File: config.mk
export PLATFORM = sky130hd
export DESIGN_NAME = pio_sm_ctrl
export DESIGN_NICKNAME = d
export VERILOG_FILES = /design/src/rtl/pio_ctrl_pkg.sv /design/src/rtl/pio_clkdiv.sv /design/src/rtl/pio_sm_ctrl.sv
export SDC_FILE = /design/constraint.sdc
export NUM_CORES = 1
export LEC_CHECK = 0
export ABC_AREA = 1
export CAP_MARGIN = 30
export CORE_MARGIN = 3
export CORE_UTILIZATION = 57
export CTS_BUF_LIST = sky130_fd_sc_hd__clkbuf_8
export CTS_CLUSTER_DIAMETER = 60
export DETAILED_ROUTE_END_ITERATION = 12
export GPL_TIMING_DRIVEN = 0
export PLACE_DENSITY = 0.84
export SYNTH_ARGS = -nofsm -noshare
export SYNTH_HDL_FRONTEND = slang
export SYNTH_SLANG_ARGS = --single-unit
File: constraint.sdc
create_clock -name clk -period 3.2 [get_ports clk]
set_clock_uncertainty 0.2 [all_clocks]
set_input_delay 0.64 -clock clk [delete_from_list [all_inputs] [get_ports clk]]
set_output_delay 0.64 -clock clk [all_outputs]
set_load 0.01 [all_outputs]
File: src/rtl/pio_ctrl_pkg.sv
// -----------------------------------------------------------------------------
// pio_ctrl_pkg
//   Shared types and constants for the PIO state-machine controller:
//   divider field widths, accumulator widths, the exec FSM state type and a
//   helper that turns the 16.8 divisor fields into the effective divisor.
//
//   Build option: PIO_SM_CTRL_CLKDIV_FRAC_EN selects the fractional divider
//   (see pio_clkdiv); the constants here serve both builds.
// -----------------------------------------------------------------------------
package pio_ctrl_pkg;

  localparam int DIV_INT_W  = 16;
  localparam int DIV_FRAC_W = 8;
  localparam int DIV_W      = DIV_INT_W + DIV_FRAC_W;  // 24
  localparam int ACC_W      = 25;                      // fractional accumulator
  localparam int ACC_INT_W  = 17;                      // integer-only accumulator

  // 1.0 in 16.8 fixed point
  localparam logic [DIV_W-1:0] DIV_ONE = 24'h000100;

  typedef enum logic {
    IDLE  = 1'b0,
    ISSUE = 1'b1
  } exec_state_e;

  // Effective 16.8 divisor widened to the accumulator width.
  // div_int == 0 encodes 65536.0 (2^24 in 1/256 units). Anything below 1.0
  // is clamped to 1.0 so the divider never produces more than one strobe
  // per cycle.
  function automatic logic [ACC_W-1:0] eff_divisor(
    input logic [DIV_INT_W-1:0]  div_int,
    input logic [DIV_FRAC_W-1:0] div_frac
  );
    logic [ACC_W-1:0] d;
    if (div_int == '0) d = {1'b1, {DIV_W{1'b0}}};
    else               d = {1'b0, div_int, div_frac};
    if (d < ACC_W'(DIV_ONE)) d = ACC_W'(DIV_ONE);
    return d;
  endfunction

endpackage

File: src/rtl/pio_clkdiv.sv
// -----------------------------------------------------------------------------
// pio_clkdiv
//   Per-SM clock divider. Every enabled cycle the accumulator advances by one
//   system clock; when it reaches the divisor it wraps (keeping the remainder)
//   and the registered penable strobe fires for one cycle.
//
//   Build option PIO_SM_CTRL_CLKDIV_FRAC_EN:
//     defined   - 16.8 divisor, 25-bit accumulator in 1/256 units
//     undefined - div_frac ignored, 17-bit accumulator in whole cycles
//
// Ports
//   clk, reset   system clock, synchronous active-high reset
//   en           run enable; when low the accumulator holds its phase
//   restart      clear the accumulator (overrides counting)
//   div_int      integer divisor, 0 means 65536
//   div_frac     fractional divisor in 1/256 units
//   penable      registered execute strobe
// -----------------------------------------------------------------------------
module pio_clkdiv
  import pio_ctrl_pkg::*;
(
  input  logic                  clk,
  input  logic                  reset,
  input  logic                  en,
  input  logic                  restart,
  input  logic [DIV_INT_W-1:0]  div_int,
  input  logic [DIV_FRAC_W-1:0] div_frac,
  output logic                  penable
);

`ifdef PIO_SM_CTRL_CLKDIV_FRAC_EN
  localparam int AW = ACC_W;
  localparam logic [AW-1:0] STEP = AW'(DIV_ONE);  // one cycle = 256/256

  logic [AW-1:0] divisor;
  assign divisor = eff_divisor(div_int, div_frac);
`else
  localparam int AW = ACC_INT_W;
  localparam logic [AW-1:0] STEP = AW'(1);

  logic [AW-1:0] divisor;
  logic          unused_frac;
  assign unused_frac = ^div_frac;
  // div_int >= 1 is already >= 1.0, so no clamp is needed here
  assign divisor = (div_int == '0) ? {1'b1, {DIV_INT_W{1'b0}}} : {1'b0, div_int};
`endif

  logic [AW-1:0] acc;
  logic [AW-1:0] acc_step;
  logic          wrap;

  // acc < divisor <= 2^(AW-1), so acc + STEP cannot overflow AW bits
  assign acc_step = acc + STEP;
  assign wrap     = (acc_step >= divisor);

  // NOTE: registers use non-blocking assignments so every flop samples the
  // pre-edge values and simulation matches the synthesized hardware.
  always_ff @(posedge clk) begin
    if (reset || restart) begin
      acc     <= '0;
      penable <= 1'b0;
    end else if (en) begin
      acc     <= wrap ? (acc_step - divisor) : acc_step;
      penable <= wrap;
    end else begin
      penable <= 1'b0;
    end
  end

endmodule

File: src/rtl/pio_sm_ctrl.sv
// -----------------------------------------------------------------------------
// pio_sm_ctrl
//   Per-PIO-block sequencer for NUM_SM state machines: one fractional clock
//   divider per SM producing penable, registered PC-reset pulses, and a
//   two-state exec FSM that injects one host-forced instruction into one SM
//   at a time, waiting while that SM reports a stall.
//
//   Build option: PIO_SM_CTRL_CLKDIV_FRAC_EN enables the fractional part of
//   the 16.8 divider; without it div_frac is ignored.
//
// Parameters
//   NUM_SM    number of state machines (1..4)
//   INSTR_W   forced instruction width
//
// Ports
//   clk, reset       system clock, synchronous active-high reset
//   sm_en            per-SM run enable
//   sm_restart       pulse: restart SM (PC reset + divider phase)
//   clkdiv_restart   pulse: clear divider phase of flagged SMs together
//   div_int          16-bit integer divisor per SM at [16i+:16] (0 = 65536)
//   div_frac         8-bit fractional divisor per SM at [8i+:8]
//   stalled          per-SM stall report for the current instruction
//   exec_valid       host forced-instruction request
//   exec_sm          target SM of the request
//   exec_instr       forced instruction word
//   exec_ready       controller can accept a request this cycle
//   exec_done        pulse: forced instruction retired
//   penable          per-SM execute strobe (registered)
//   pc_reset         per-SM PC reset pulse (registered)
//   imm              one-hot forced-instruction select
//   imm_instr        forced instruction, zero when no imm bit is set
// -----------------------------------------------------------------------------
module pio_sm_ctrl
  import pio_ctrl_pkg::*;
#(
  parameter int NUM_SM  = 4,
  parameter int INSTR_W = 16
) (
  input  logic                           clk,
  input  logic                           reset,
  input  logic [NUM_SM-1:0]              sm_en,
  input  logic [NUM_SM-1:0]              sm_restart,
  input  logic [NUM_SM-1:0]              clkdiv_restart,
  input  logic [DIV_INT_W*NUM_SM-1:0]    div_int,
  input  logic [DIV_FRAC_W*NUM_SM-1:0]   div_frac,
  input  logic [NUM_SM-1:0]              stalled,
  input  logic                           exec_valid,
  input  logic [1:0]                     exec_sm,
  input  logic [INSTR_W-1:0]             exec_instr,
  output logic                           exec_ready,
  output logic                           exec_done,
  output logic [NUM_SM-1:0]              penable,
  output logic [NUM_SM-1:0]              pc_reset,
  output logic [NUM_SM-1:0]              imm,
  output logic [INSTR_W-1:0]             imm_instr
);

  // ---------------------------------------------------------------------------
  // Dividers: a restart of the SM also realigns its divider phase
  // ---------------------------------------------------------------------------
  for (genvar i = 0; i < NUM_SM; i++) begin : g_div
    pio_clkdiv u_clkdiv (
      .clk      (clk),
      .reset    (reset),
      .en       (sm_en[i]),
      .restart  (sm_restart[i] | clkdiv_restart[i]),
      .div_int  (div_int[DIV_INT_W*i +: DIV_INT_W]),
      .div_frac (div_frac[DIV_FRAC_W*i +: DIV_FRAC_W]),
      .penable  (penable[i])
    );
  end

  // PC reset follows the restart request by one cycle, independent of sm_en
  always_ff @(posedge clk) begin
    if (reset) pc_reset <= '0;
    else       pc_reset <= sm_restart;
  end

  // ---------------------------------------------------------------------------
  // Exec FSM
  // ---------------------------------------------------------------------------
  exec_state_e          state, state_nxt;
  logic [1:0]           lat_sm;
  logic [INSTR_W-1:0]   lat_instr;
  logic                 accept;
  logic [NUM_SM-1:0]    target;
  logic                 target_stalled;
  logic                 target_restart;

  // One-hot of the latched target; an index >= NUM_SM shifts out to zero,
  // which turns the request into a drop: no imm, never stalled, done pulsed.
  assign target         = NUM_SM'(1) << lat_sm;
  assign target_stalled = |(stalled & target);
  assign target_restart = |(sm_restart & target);

  always_ff @(posedge clk) begin
    if (reset) begin
      state     <= IDLE;
      lat_sm    <= '0;
      lat_instr <= '0;
    end else begin
      state <= state_nxt;
      if (accept) begin
        lat_sm    <= exec_sm;
        lat_instr <= exec_instr;
      end
    end
  end

  // Outputs are gated by reset so a reset landing on an ISSUE cycle aborts
  // the instruction without a done pulse, and exec_ready stays low in reset.
  always_comb begin
    // NOTE: every output of this block gets a default first, so no path
    // leaves a signal unassigned and no latch is inferred.
    state_nxt  = state;
    accept     = 1'b0;
    exec_ready = 1'b0;
    exec_done  = 1'b0;
    imm        = '0;
    imm_instr  = '0;
    if (!reset) begin
      case (state)
        IDLE: begin
          exec_ready = 1'b1;
          if (exec_valid) begin
            accept    = 1'b1;
            state_nxt = ISSUE;
          end
        end
        ISSUE: begin
          imm = target;
          if (|target) imm_instr = lat_instr;
          // a restart of the target SM wins over retirement
          if (target_restart) begin
            state_nxt = IDLE;
          end else if (!target_stalled) begin
            exec_done = 1'b1;
            state_nxt = IDLE;
          end
        end
        default: state_nxt = IDLE;
      endcase
    end
  end

endmodule

Yosys cells after proc, flatten, opt, wreduce, memory -nomap -nowiden
Cells that the tools add are included.
{"block": "op_classes", "add_sub_neg": 8, "order_cmp": 4, "n_shift": 1, "muxes": 25, "n_bitwise": 11, "n_reduce_logical": 15}
{"op": "$mux 17", "n": 8}
{"op": "$add 17x1->17 const B", "n": 4}
{"op": "$ge 17x17->1", "n": 4}
{"op": "$sub 17x17->17", "n": 4}
{"op": "$logic_not 16->1", "n": 4}
{"op": "$mux 16", "n": 3}
{"op": "$reduce_or 4->1", "n": 3}
{"op": "$mux 1", "n": 11}
{"op": "$and 4x4->4", "n": 2}
{"op": "$mux 4", "n": 2}
{"op": "$reduce_or 2->1", "n": 4}
{"op": "$not 1->1", "n": 5}
{"op": "$logic_or 1x1->1", "n": 4}
{"op": "$or 1x1->1", "n": 4}
{"op": "$shl 1x2->4 const A", "n": 1}
{"op": "$pmux 1 s2", "n": 1}
{"block": "totals", "ff_bits": 95, "inputBits": 133, "elab_cells": 76}

Depth between registers and ports, before layout
Gate-level depths: netlist of the first run.
{"block": "depth", "depth_word": 7, "depth_mapped": 23}

By module
Synthesis of the first run repeated with hierarchy kept, for this count alone.
{"block": "unflattened", "cells_unflattened": 1922, "area_unflattened_um2": 11066.9}
{"mod": "pio_clkdiv (g_div[0].u_clkdiv ...)", "instances": 3, "cells_each": 442, "area_each_um2": 2508.7}
{"mod": "pio_clkdiv (g_div[3].u_clkdiv)", "instances": 1, "cells_each": 451, "area_each_um2": 2499.9}
{"mod": "pio_sm_ctrl", "instances": 1, "cells_each": 145, "area_each_um2": 1041.0}

Worst setup path before layout of the first run
Ideal clock, no wire load.
{"block": "synth_timing", "kind": "reg2reg", "startpoint": "register g_div[0].u_clkdiv.acc[0]", "endpoint": "register g_div[0].u_clkdiv.acc[15]", "setup_ps": 109, "arrival_ps": 2579, "t_required_ps": 2891, "path_slack_ps": 313, "path_stages_with_launch": 17, "n_path_buf": 1, "period_less_slack_ps": 2887, "path_cell_list": "dfxtp_1 ha_1 nand3_1 nor2_1 nand4_1 xnor2_1 ha_1 nand2_1 o21a_1 nand2_1 nor2_4 nand2_8 buf_12 nand3_2 nand3_1 nand2_1 inv_1"}
{"block": "synth_via", "elab_chain_cells": 3, "elab_cells_between_ends": 4, "cone_classes": "add/sub (2); order compare (1); mux (1)"}
{"item": "start, declared", "line_no": "pio_clkdiv.sv:48", "source": "logic [AW-1:0] acc;"}
{"item": "start signal, assigned", "line_no": "pio_clkdiv.sv:63", "source": "acc <= wrap ? (acc_step - divisor) : acc_step;"}
{"item": "$add 17x1->17 *", "line_no": "pio_clkdiv.sv:53", "source": "assign acc_step = acc + STEP;"}
{"item": "$sub 17x17->17 or $ge 17x17->1 (tied branches)", "line_no": "pio_clkdiv.sv:63, pio_clkdiv.sv:54"}
{"item": "$mux 17 *", "line_no": "pio_clkdiv.sv:63"}
Every way passes the cells marked *; elsewhere a longest branch is shown, timed or not.
A chain may end at the register's enable or synchronous reset.

Worst setup path after layout of the first run
{"block": "layout_timing", "startpoint": "register g_div[1].u_clkdiv.acc[4]", "endpoint": "register g_div[1].u_clkdiv.acc[14]"}
{"block": "layout_via", "elab_chain_cells": 3, "elab_cells_between_ends": 4, "cone_classes": "add/sub (2); order compare (1); mux (1)"}
{"item": "start, declared", "line_no": "pio_clkdiv.sv:48"}
{"item": "start signal, assigned", "line_no": "pio_clkdiv.sv:63"}
{"item": "$add 17x1->17 *", "line_no": "pio_clkdiv.sv:53"}
{"item": "$sub 17x17->17 or $ge 17x17->1 (tied branches)", "line_no": "pio_clkdiv.sv:63, pio_clkdiv.sv:54"}
{"item": "$mux 17 *", "line_no": "pio_clkdiv.sv:63"}
Marked as above.

==> flow_summary.yaml, run 1 <==
yosys:
  yosys.area.top_type: "nand2_1"
  syn_avg_cell_area_sq_um: 5.71
  netlist_area_sq_um: 10400
  synth_area_leaders: "nand2_1, dfxtp_1, inv_1"
  synth_cells: 1829
  ys_warn_count: 0
  ys_seq_area_frac: 0.182
  synth-seq-cells: 95
  synth_top_area_frac: 0.203
  yosysMostFrequentCell: "nand2_1"
  synthArstFlopShare: 0
  synth-main-ff-cell: "dfxtp_1"
  ys_types: 44
  synth-edff-count: 0
  netlist_top_cells_count: "nand2_1, inv_1, nand3_1"
  synth_nets: 2038
global_routing:
  track_usage: 0.299
  grt_pass1_vias: 10800
  grt_busiest_layer: "met2"
  met2_usage: 0.505
  use_met1: 0.395
  antenna_found_initial: 2
  grt_pass1_wl_um: 49700
  grtUsageMet3: 0.0465
  grt_max_degree: 16
  gr-total-overflow: 0
final_layout:
  design_area_sq_um: 13300
  num-fill-cells: 1500
  finish.utilization: 0.755
  fin_cells: 2214
  nets: 2193
  syn2layout_area_growth_pct: 27.3
  antennaDiodeCount: 0
  drive_gt1_frac: 0.120
sta:
  whs_ns: 0.297
  fin_tns_setup_ns: 0
  period_share: 0.975
  layout_min_cycle_time_ns: 3.12
  fmax_mhz: 321
  setup_slack_ns: 0.0809
  worst_pin_slew_ns: 0.718
  hold_violations: 0
  setup_viol: 0
  relSlewSlack: 0.517
  drv_slew: 0
drt:
  wl_um: 32700
  vias: 12200
  drt_iter0_markers: 1087
  ant_nets: 0
  dr.pass1.iters: 8
  vias_per_cell: 5.50
  avgRoutedWirePerCell_um: 14.8
  drc_errors: 0
floorplan:
  ios: 163
  core_sq_um: 17600
  die_area_sq_um: 20000
  die-width_um: 141
  std_cell_rows: 48
  initial_core_util: 0.593
  dieHeight_um: 141
job:
  maxCapViolations: 0
setup_path:
  reg2reg_depth: 16
  cp_max_fo: 10
  timing.rr.start: "g_div[1].u_clkdiv.acc[4]"
  crit_buf_inv: 3
  worstSetupPathType: "flip-flop to flip-flop"
  cp.required_ns: 3.31
  max_stage_delay_ns: 0.39
  cp-end-kind: "flip-flop"
  r2r_end: "g_div[1].u_clkdiv.acc[14]"
  startpoint_type: "flip-flop"
  cp_cell_sequence: "inv_1 -> nor3_2 -> nand2_4 -> nor2_4 -> xor2_2 -> ha_4 -> buf_4 -> nand2_1 -> nor2_2 -> nand2_2 -> nor3_4 -> nor2_4 -> nand2_4 -> buf_4 -> nand3_1 -> a21oi_1"
  critPathArrivalTime_ns: 3.23
  crit_family: "simple AND/OR/NAND/NOR gates"
  reg2reg_slack_ns: 0.08
  critPathSlowestCell: "dfxtp_2"
placement:
  place_congestion: 0.970
  dp_cells: 2183
  hpwl_um: 25000
  portBuffers: 129
  dpl_cell_area_sq_um: 12000
  dp_slack_ns: -0.591
clocking:
  cts_tree: "done"
  clock_sinks: 95
  htreeDepth: 3
  clockBufferDepth: 2
  cts-root-buf: "clkbuf_8"
  clk_latency_ns: 0.38
  clk_pin_slew_ns: 0.10
  cts_made_buffers: 9
min_path:
  min_path_type: "flip-flop to flip-flop"
  hold_depth: 2
  min_from: "lat_instr[13]"
  holdPathEnd: "lat_instr[13]"
pwr:
  p_leak_nw: 6.79
  p_per_area_nw_per_um2: 223
  total_power_mw: 2.96
  peakVddDrop_uv: 273
status:
  status: "finished clean"
[cell usage in the layout, fill, tap and decap left out, types with 13 or more instances in the layout]
cell and n:
nand2_1 550, inv_1 321, nand3_1 194, nor2_1 133
clkdlybuf4s50_1 115, a21oi_1 90, dfxtp_1 67, o21ai_0 45
ha_1 44, xor2_1 43, nand4_1 34, nor2_2 25
clkbuf_1 24, nand2_2 22, ha_4 22, buf_4 20
dfxtp_2 20, nor2_4 16, nor3_1 15, xor2_2 13
[flip-flops by register name, summed over array words and instances (netlist names)]
signal	flops
g_div.u_clkdiv.acc	68
state	1
pc_reset	4
lat_sm	2
g_div.u_clkdiv.penable	4
lat_instr	16
[how the worst max path moves through the flow]
| stage | slack [ns] | end | cells after the start | startpoint |
|---|---|---|---|---|
| finish | 0.08 | g_div[1].u_clkdiv.acc[14] | 16 | g_div[1].u_clkdiv.acc[4] |
| global route | -0.10 | g_div[2].u_clkdiv.acc[16] | 16 | div_int[40] |
| CTS | 0.006 | g_div[0].u_clkdiv.acc[14] | 16 | g_div[0].u_clkdiv.acc[0] |
| detailed placement | -0.59 | g_div[3].u_clkdiv.acc[15] | 13 | div_int[49] |
| global placement | -0.54 | g_div[3].u_clkdiv.acc[10] | 14 | div_int[49] |
| floorplan | 0.31 | g_div[0].u_clkdiv.acc[15] | 16 | g_div[0].u_clkdiv.acc[0] |
[tightest hold or removal path: stages (launching register included)]
cell and delay [ns]:
dfxtp_1 0.31, nand2_1 0.07, o21ai_0 0.08
[layer usage]
metal,vias to the layer above,wire [um]
li1,6082,-
met1,5489,14000
met2,517,15400
met3,96,2390
met4,4,981
met5,-,29
[kinds of logic (layout without fill, tap and decap cells)]
group / after synthesis / after routing / synth area share
DFF: 95 / 95 / 0.182
AOI/OAI and AO/OA: 165 / 165 / 0.0838
and+or+nand+nor: 1055 / 1055 / 0.445
buffers and inverters: 373 / 533 / 0.141
xor gates and xnor gates: 65 / 65 / 0.0545
adders and majority gates: 76 / 76 / 0.0940
[power by group]
part	internal [mW]	switching [mW]
sequential	1.21	0.0194
clock	0.540	0.457
combinational	0.315	0.421
[cell type report]
type / count / area, sq um / share of cell area
plain buffers: 45 / 263 / 0.0198
clock buffers: 10 / 138 / 0.0104
clock inverters: 6 / 108 / 0.00810
inverters: 328 / 1240 / 0.0931
multi-input cells: 1361 / 7860 / 0.592
flip-flops and latches: 95 / 1960 / 0.147
well taps: 225 / 282 / 0.0212
repair buffers: 144 / 1440 / 0.109
[repair_timing]
action | in CTS | in global routing
hold buffers | 0 | 0
endpoints found under the hold margin | 0 | 0
cloned | 0 | 2
setup endpoints to repair | 88 | 78
buffers inserted | 4 | 9
pin swaps | 5 | 43
resized for setup | 39 | 170
Note: power is estimated with default switching activity, not from simulation.
==> run 2, diff against run 1 <==
CELL_PAD_IN_SITES_DETAIL_PLACEMENT = 1   (was not set)
CELL_PAD_IN_SITES_GLOBAL_PLACEMENT = 2   (was not set)
CORE_UTILIZATION = 29   (was 57)
PLACE_DENSITY = not set   (was 0.84)
PLACE_DENSITY_LB_ADDON = 0.1   (was not set)
==> flow_summary.yaml, run 2 (synthesis results as in run 1) <==
status:
  status: "finished clean"
final_layout:
  reg_top3: "g_div.u_clkdiv.acc (68), lat_instr (16)"
  syn2layout_area_growth_pct: 35.8
  layout_commonest_cell: "nand2_1"
  drive_gt1_frac: 0.168
  regMostFlops: "g_div.u_clkdiv.acc"
  nets: 2213
  layout_common_cells: "nand2_1, inv_1, nand3_1"
  largest_reg_flops: 68
min_path:
  hold_depth: 2
  min_path_type: "flip-flop to flip-flop"
  min_from: "g_div[3].u_clkdiv.acc[3]"
sta:
  worst_pin_slew_ns: 0.850
  rsz0062_at_grt: "yes"
  drv_slew: 0
  setup_viol: 0
  layout_min_cycle_time_ns: 3.17
  period_share: 0.991
  relSlewSlack: 0.429
  hold_violations: 0
  setup_slack_ns: 0.0283
  fin_tns_setup_ns: 0
  fmax_mhz: 315
pwr:
  internal_power_mw: 1.85
  p_leak_nw: 6.88
  pwr-share-clk: 0.296
  switching_share: 0.352
  switchingPower_mw: 1.01
  seqPwrFrac: 0.428
  combPwrFrac: 0.277
  p_per_area_nw_per_um2: 202
  peakVddDrop_uv: 188
global_routing:
  grt_max_degree: 20
  grt_pass1_wl_um: 62500
  grt_pass1_vias: 12000
  antenna_found_initial: 6
  gr-total-overflow: 0
  track_usage: 0.201
setup_path:
  crit_top_cell: "nand2_1"
  crit_cells: 16
  startpoint_type: "primary input"
  reg2reg_depth: 21
  cp_cell_sequence: "clkdlybuf4s50_1 -> nor4_2 -> nand4_1 -> ha_4 -> nand2_1 -> nor2_1 -> nand2_1 -> nor3_4 -> nor2_4 -> nand2_2 -> buf_6 -> inv_2 -> nand2_2 -> nand3_2 -> nand2_1 -> inv_1"
  crit_family: "simple AND/OR/NAND/NOR gates"
  critPathArrivalTime_ns: 3.28
  critPathSlowestCell: "clkdlybuf4s50_1"
  cp_max_fo: 5
  worstSetupPathType: "primary input to flip-flop"
  max_stage_delay_ns: 0.43
  timing.rr.start: "g_div[3].u_clkdiv.acc[0]"
  cp-end-kind: "flip-flop"
  cp.required_ns: 3.31
  cp-startpoint: "div_int[53]"
  crit_buf_inv: 4
placement:
  place_congestion: 0.845
  dp_slack_ns: -0.962
  portBuffers: 129
  hpwl_um: 32800
drt:
  dr.pass1.iters: 5
  vias: 11900
  drc_errors: 0
  wl_um: 40300
  vias_per_cell: 4.81
  drt_iter0_markers: 406
  avgRoutedWirePerCell_um: 16.3
  ant_nets: 0
clocking:
  holdBufCountCts: 0
  clk_pin_slew_ns: 0.11
  cts_tree: "done"
  clock_sinks: 95
  cts-root-buf: "clkbuf_8"
  clk_latency_ns: 0.40
  clockBufferDepth: 2
  cts_made_buffers: 9
  htreeDepth: 3
floorplan:
  std_cell_rows: 68
  die_area_sq_um: 38300
  dieHeight_um: 196
  ios: 163
  initial_core_util: 0.299
  die-width_um: 196
  core_sq_um: 35000
job:
  maxCapViolations: 0
run 2: layout make-up:
class / count / area, sq um
Antenna cell: 1 / 2.50
Clock inverter: 7 / 68.8
Fill cell: 4617 / 20800
Inverter: 328 / 1230
Tap cell: 455 / 569
Sequential cell: 95 / 1970
Timing Repair Buffer: 164 / 1590
Clock buffer: 9 / 124
Multi-Input combinational cell: 1361 / 8340
Buffer: 45 / 275
run 2: path summary, 6_finish.rpt:
kind	to	slack [ns]
worst max-delay path	g_div[3].u_clkdiv.acc[11]	0.03
worst min-delay path	g_div[3].u_clkdiv.acc[3]	0.29
worst max register to register	g_div[3].u_clkdiv.acc[11]	0.12
worst min register to register	g_div[3].u_clkdiv.acc[3]	0.29
run 2: tightest hold or removal path, cell delays in order, from the launching register on:
cell,delay (ns)
dfxtp_2,0.35
nand2_1,0.06
a21oi_1,0.06
run 2: stage by stage:
step / total power, mW / hold WS [ns] / util / std cells / instance area (sq um)
floorplan: 1.65 / 0.258 / - / 1829 / 10400
global placement: 1.96 / 0.272 / 0.352 / 2413 / 12300
global route: 3.05 / 0.318 / 0.406 / 2465 / 14200
CTS: 2.86 / 0.290 / 0.376 / 2447 / 13200
finish: 2.86 / 0.294 / 0.406 / 2465 / 14200
detailed placement: 1.96 / 0.279 / 0.352 / 2413 / 12300
run 2: power by group through the flow:
stage          combinational, mW  clock (mW)  sequential [mW]
2_1_floorplan              0.402           0             1.25
3_3_place_gp               0.700           0             1.25
3_5_place_dp               0.709           0             1.26
4_1_cts                    0.746       0.890             1.23
5_1_grt                    0.887       0.936             1.23
6_report                   0.792       0.845             1.22
run 2: repair_timing:
item                                    CTS  global route
endpoints found under the setup margin   93            79
buffers inserted                         18            14
cloned                                    0             3
endpoints found under the hold margin     0             0
resized for setup                       112           204
pin swaps                                21            58
run 2: metal layers:
metal | share of wire | GRT usage
met1 | 0.48 | 0.273
met2 | 0.47 | 0.341
met3 | 0.037 | 0.0366
met4 | 0.013 | 0.0301
met5 | 0.0016 | 0
==> run 3, diff against run 2 <==
ABC_AREA = not set   (was 1)
CORE_UTILIZATION = 31   (was 29)
SETUP_SLACK_MARGIN = 0.5   (was not set)
==> flow_summary.yaml, run 3 <==
final_layout:
  num-fill-cells: 3203
  syn2layout_area_growth_pct: 58.2
  multiInputGateArea_sq_um: 7890
  regMostFlops: "g_div.u_clkdiv.acc"
  drive_gt1_frac: 0.316
  regArea_sq_um: 1980
  layout_common_cells: "buf_4, clkdlybuf4s50_1, inv_1"
  largest_reg_flops: 68
  nets: 1673
  layout_commonest_cell: "buf_4"
  finish.utilization: 0.507
  reg_top3: "g_div.u_clkdiv.acc (68), lat_instr (16)"
  fin_cells: 1842
yosys:
  yosys-mux-area-fraction: 0.0367
  synth_top_family_by_area: "simple AND/OR/NAND/NOR gates"
  synth-seq-cells: 95
  ys_seq_area_frac: 0.217
  synthArstFlopShare: 0
  synth_xor_area_frac: 0.107
  synth_area_leaders: "dfxtp_1, ha_1, xnor2_1"
  synthSimpleGateAreaFrac: 0.234
  yosys.area.top_type: "dfxtp_1"
  synth_nets: 1393
  synth_compound_area_frac: 0.226
  netlist_area_sq_um: 8760
  synth_cells: 1184
  yosysMostFrequentCell: "dfxtp_1"
  syn_avg_cell_area_sq_um: 7.40
  ys_warn_count: 0
  netlist_top_cells_count: "dfxtp_1, inv_1, o21ai_0"
  ys_types: 69
  synth_top_area_frac: 0.217
  synth-main-ff-cell: "dfxtp_1"
  synth-edff-count: 0
  synth-adder-area-share: 0.112
global_routing:
  gr-total-overflow: 0
  use_met1: 0.289
  antenna_found_initial: 1
  grt_pass1_wl_um: 53800
  grtUsageMet3: 0.0260
  grt_max_degree: 17
  grt_busiest_layer: "met2"
  grt_pass1_vias: 9952
  met2_usage: 0.378
  track_usage: 0.217
sta:
  fmax_mhz: 263
  setup_viol: 71
  period_share: 1.19
  worst_pin_slew_ns: 0.733
  fin_tns_setup_ns: -22.97
  layout_min_cycle_time_ns: 3.80
  hold_violations: 0
  setup_slack_ns: -0.598
  whs_ns: 0.310
  drv_slew: 0
  relSlewSlack: 0.507
  rsz0062_at_grt: "yes"
drt:
  vias: 9604
  wl_um: 34500
  ant_nets: 0
  dr.pass1.iters: 6
  drt_iter0_markers: 366
  drc_errors: 0
  vias_per_cell: 5.21
  avgRoutedWirePerCell_um: 18.7
floorplan:
  die-width_um: 174
  ios: 163
  dieHeight_um: 174
  die_area_sq_um: 30300
  initial_core_util: 0.321
  std_cell_rows: 60
  core_sq_um: 27300
clocking:
  clockBufferDepth: 2
  clk_pin_slew_ns: 0.12
  htreeDepth: 3
  clock_sinks: 95
  clk_latency_ns: 0.39
  cts-root-buf: "clkbuf_8"
  cts_made_buffers: 9
  cts_tree: "done"
job:
  maxCapViolations: 0
min_path:
  holdPathEnd: "lat_instr[11]"
  min_from: "lat_instr[11]"
  min_path_type: "flip-flop to flip-flop"
  hold_depth: 2
setup_path:
  cp_max_fo: 7
  worstSetupPathType: "flip-flop to flip-flop"
  startpoint_type: "flip-flop"
  reg2reg_slack_ns: -0.60
  timing.rr.start: "g_div[0].u_clkdiv.acc[1]"
  critPathArrivalTime_ns: 3.93
  cp.required_ns: 3.33
  reg2reg_depth: 17
  r2r_end: "g_div[0].u_clkdiv.acc[1]"
  cp-end-kind: "flip-flop"
pwr:
  peakVddDrop_uv: 145
  p_leak_nw: 5.82
  p_per_area_nw_per_um2: 212
placement:
  dp_cells: 1687
  dp_slack_ns: -1.09
  place_congestion: 0.831
  hpwl_um: 24300
  portBuffers: 129
status:
  failed_checks: "negative setup slack"
  status: "complete, but fails checks"
[run 3: changes by cell type after synthesis, moves of 17 or more]
| cell | before | now |
|---|---|---|
| and3_1 | 3 | 27 |
| mux2i_1 | 0 | 22 |
| o21ai_0 | 46 | 93 |
| nor2b_1 | 0 | 19 |
| o21ai_1 | 5 | 38 |
| nand2_1 | 565 | 76 |
| nand3_1 | 201 | 54 |
| xnor2_1 | 8 | 64 |
| nand2b_1 | 0 | 28 |
| inv_1 | 322 | 94 |
| nor2_1 | 159 | 79 |
| clkbuf_1 | 25 | 42 |
[run 3: final cells by class]
class | instances | area share
Timing Repair Buffer | 268 | 0.183
Antenna cell | 1 | 0.000181
Clock buffer | 9 | 0.00894
Multi-Input combinational cell | 942 | 0.569
Tap cell | 372 | 0.0336
Buffer | 53 | 0.0314
Clock inverter | 7 | 0.00515
Inverter | 95 | 0.0260
Sequential cell | 95 | 0.143
[run 3: per-stage QoR]
step	power [mW]	area [sq um]
2_1_floorplan	1.65	9250
3_3_place_gp	1.95	11000
3_5_place_dp	1.95	11000
4_1_cts	2.91	13000
5_1_grt	3.11	13900
6_report	2.94	13900
[run 3: metal layers]
metal	wire, um	vias up
met5	0	-
met4	449	0
met3	947	34
met2	17000	139
met1	16200	4617
li1	-	4814
[run 3: report_power, final]
group / internal (mW) / leakage [nW] / switching [mW]
combinational: 0.426 / 4.92 / 0.449
clock: 0.364 / 0.105 / 0.478
sequential: 1.20 / 0.790 / 0.0244
total: 1.99 / 5.82 / 0.952
[run 3: worst max-delay path by stage]
stage | start | endpoint | cells after the start
after CTS | g_div[0].u_clkdiv.acc[1] | g_div[0].u_clkdiv.acc[1] | 18
after global placement | reset | imm[3] | 6
after floorplan | g_div[1].u_clkdiv.acc[1] | g_div[1].u_clkdiv.acc[15] | 18
after global routing | g_div[0].u_clkdiv.acc[1] | g_div[0].u_clkdiv.acc[16] | 16
after detailed placement | reset | imm[3] | 6
final | g_div[0].u_clkdiv.acc[1] | g_div[0].u_clkdiv.acc[1] | 17
[run 3: timing repair]
item                                    in CTS  in global routing
gates cloned                                12                  0
gates resized for setup                    251                145
hold buffers                                 0                  0
buffers inserted                            96                 30
endpoints found under the setup margin     112                 80
pin swaps                                  118                 75
[run 3: critical path, cell delays in order, from the launching register on]
cell and delay [ns]:
dfxtp_2 0.37, and3_4 0.20, and3_4 0.20, and3_1 0.19, and2_4 0.17, and3_4 0.22, nand3_1 0.14, xnor2_2 0.22
ha_4 0.31, nand3_1 0.11, nor2_2 0.17, a31oi_2 0.11, a21boi_2 0.17, a41oi_2 0.19, buf_6 0.18, buf_12 0.15
mux2_4 0.31, a21oi_2 0.11
[run 3: kinds of logic (layout without fill, tap and decap cells)]
group                    after synthesis  after routing
AO/OA/AOI/OAI                        330            331
buffers and inverters                148            432
flip-flops                            95             95
multiplexers                          29             29
XOR/XNOR                             107            107
adder cells (fa/ha/maj)               76             76
other                                  0              1
AND/OR/NAND/NOR                      399            399
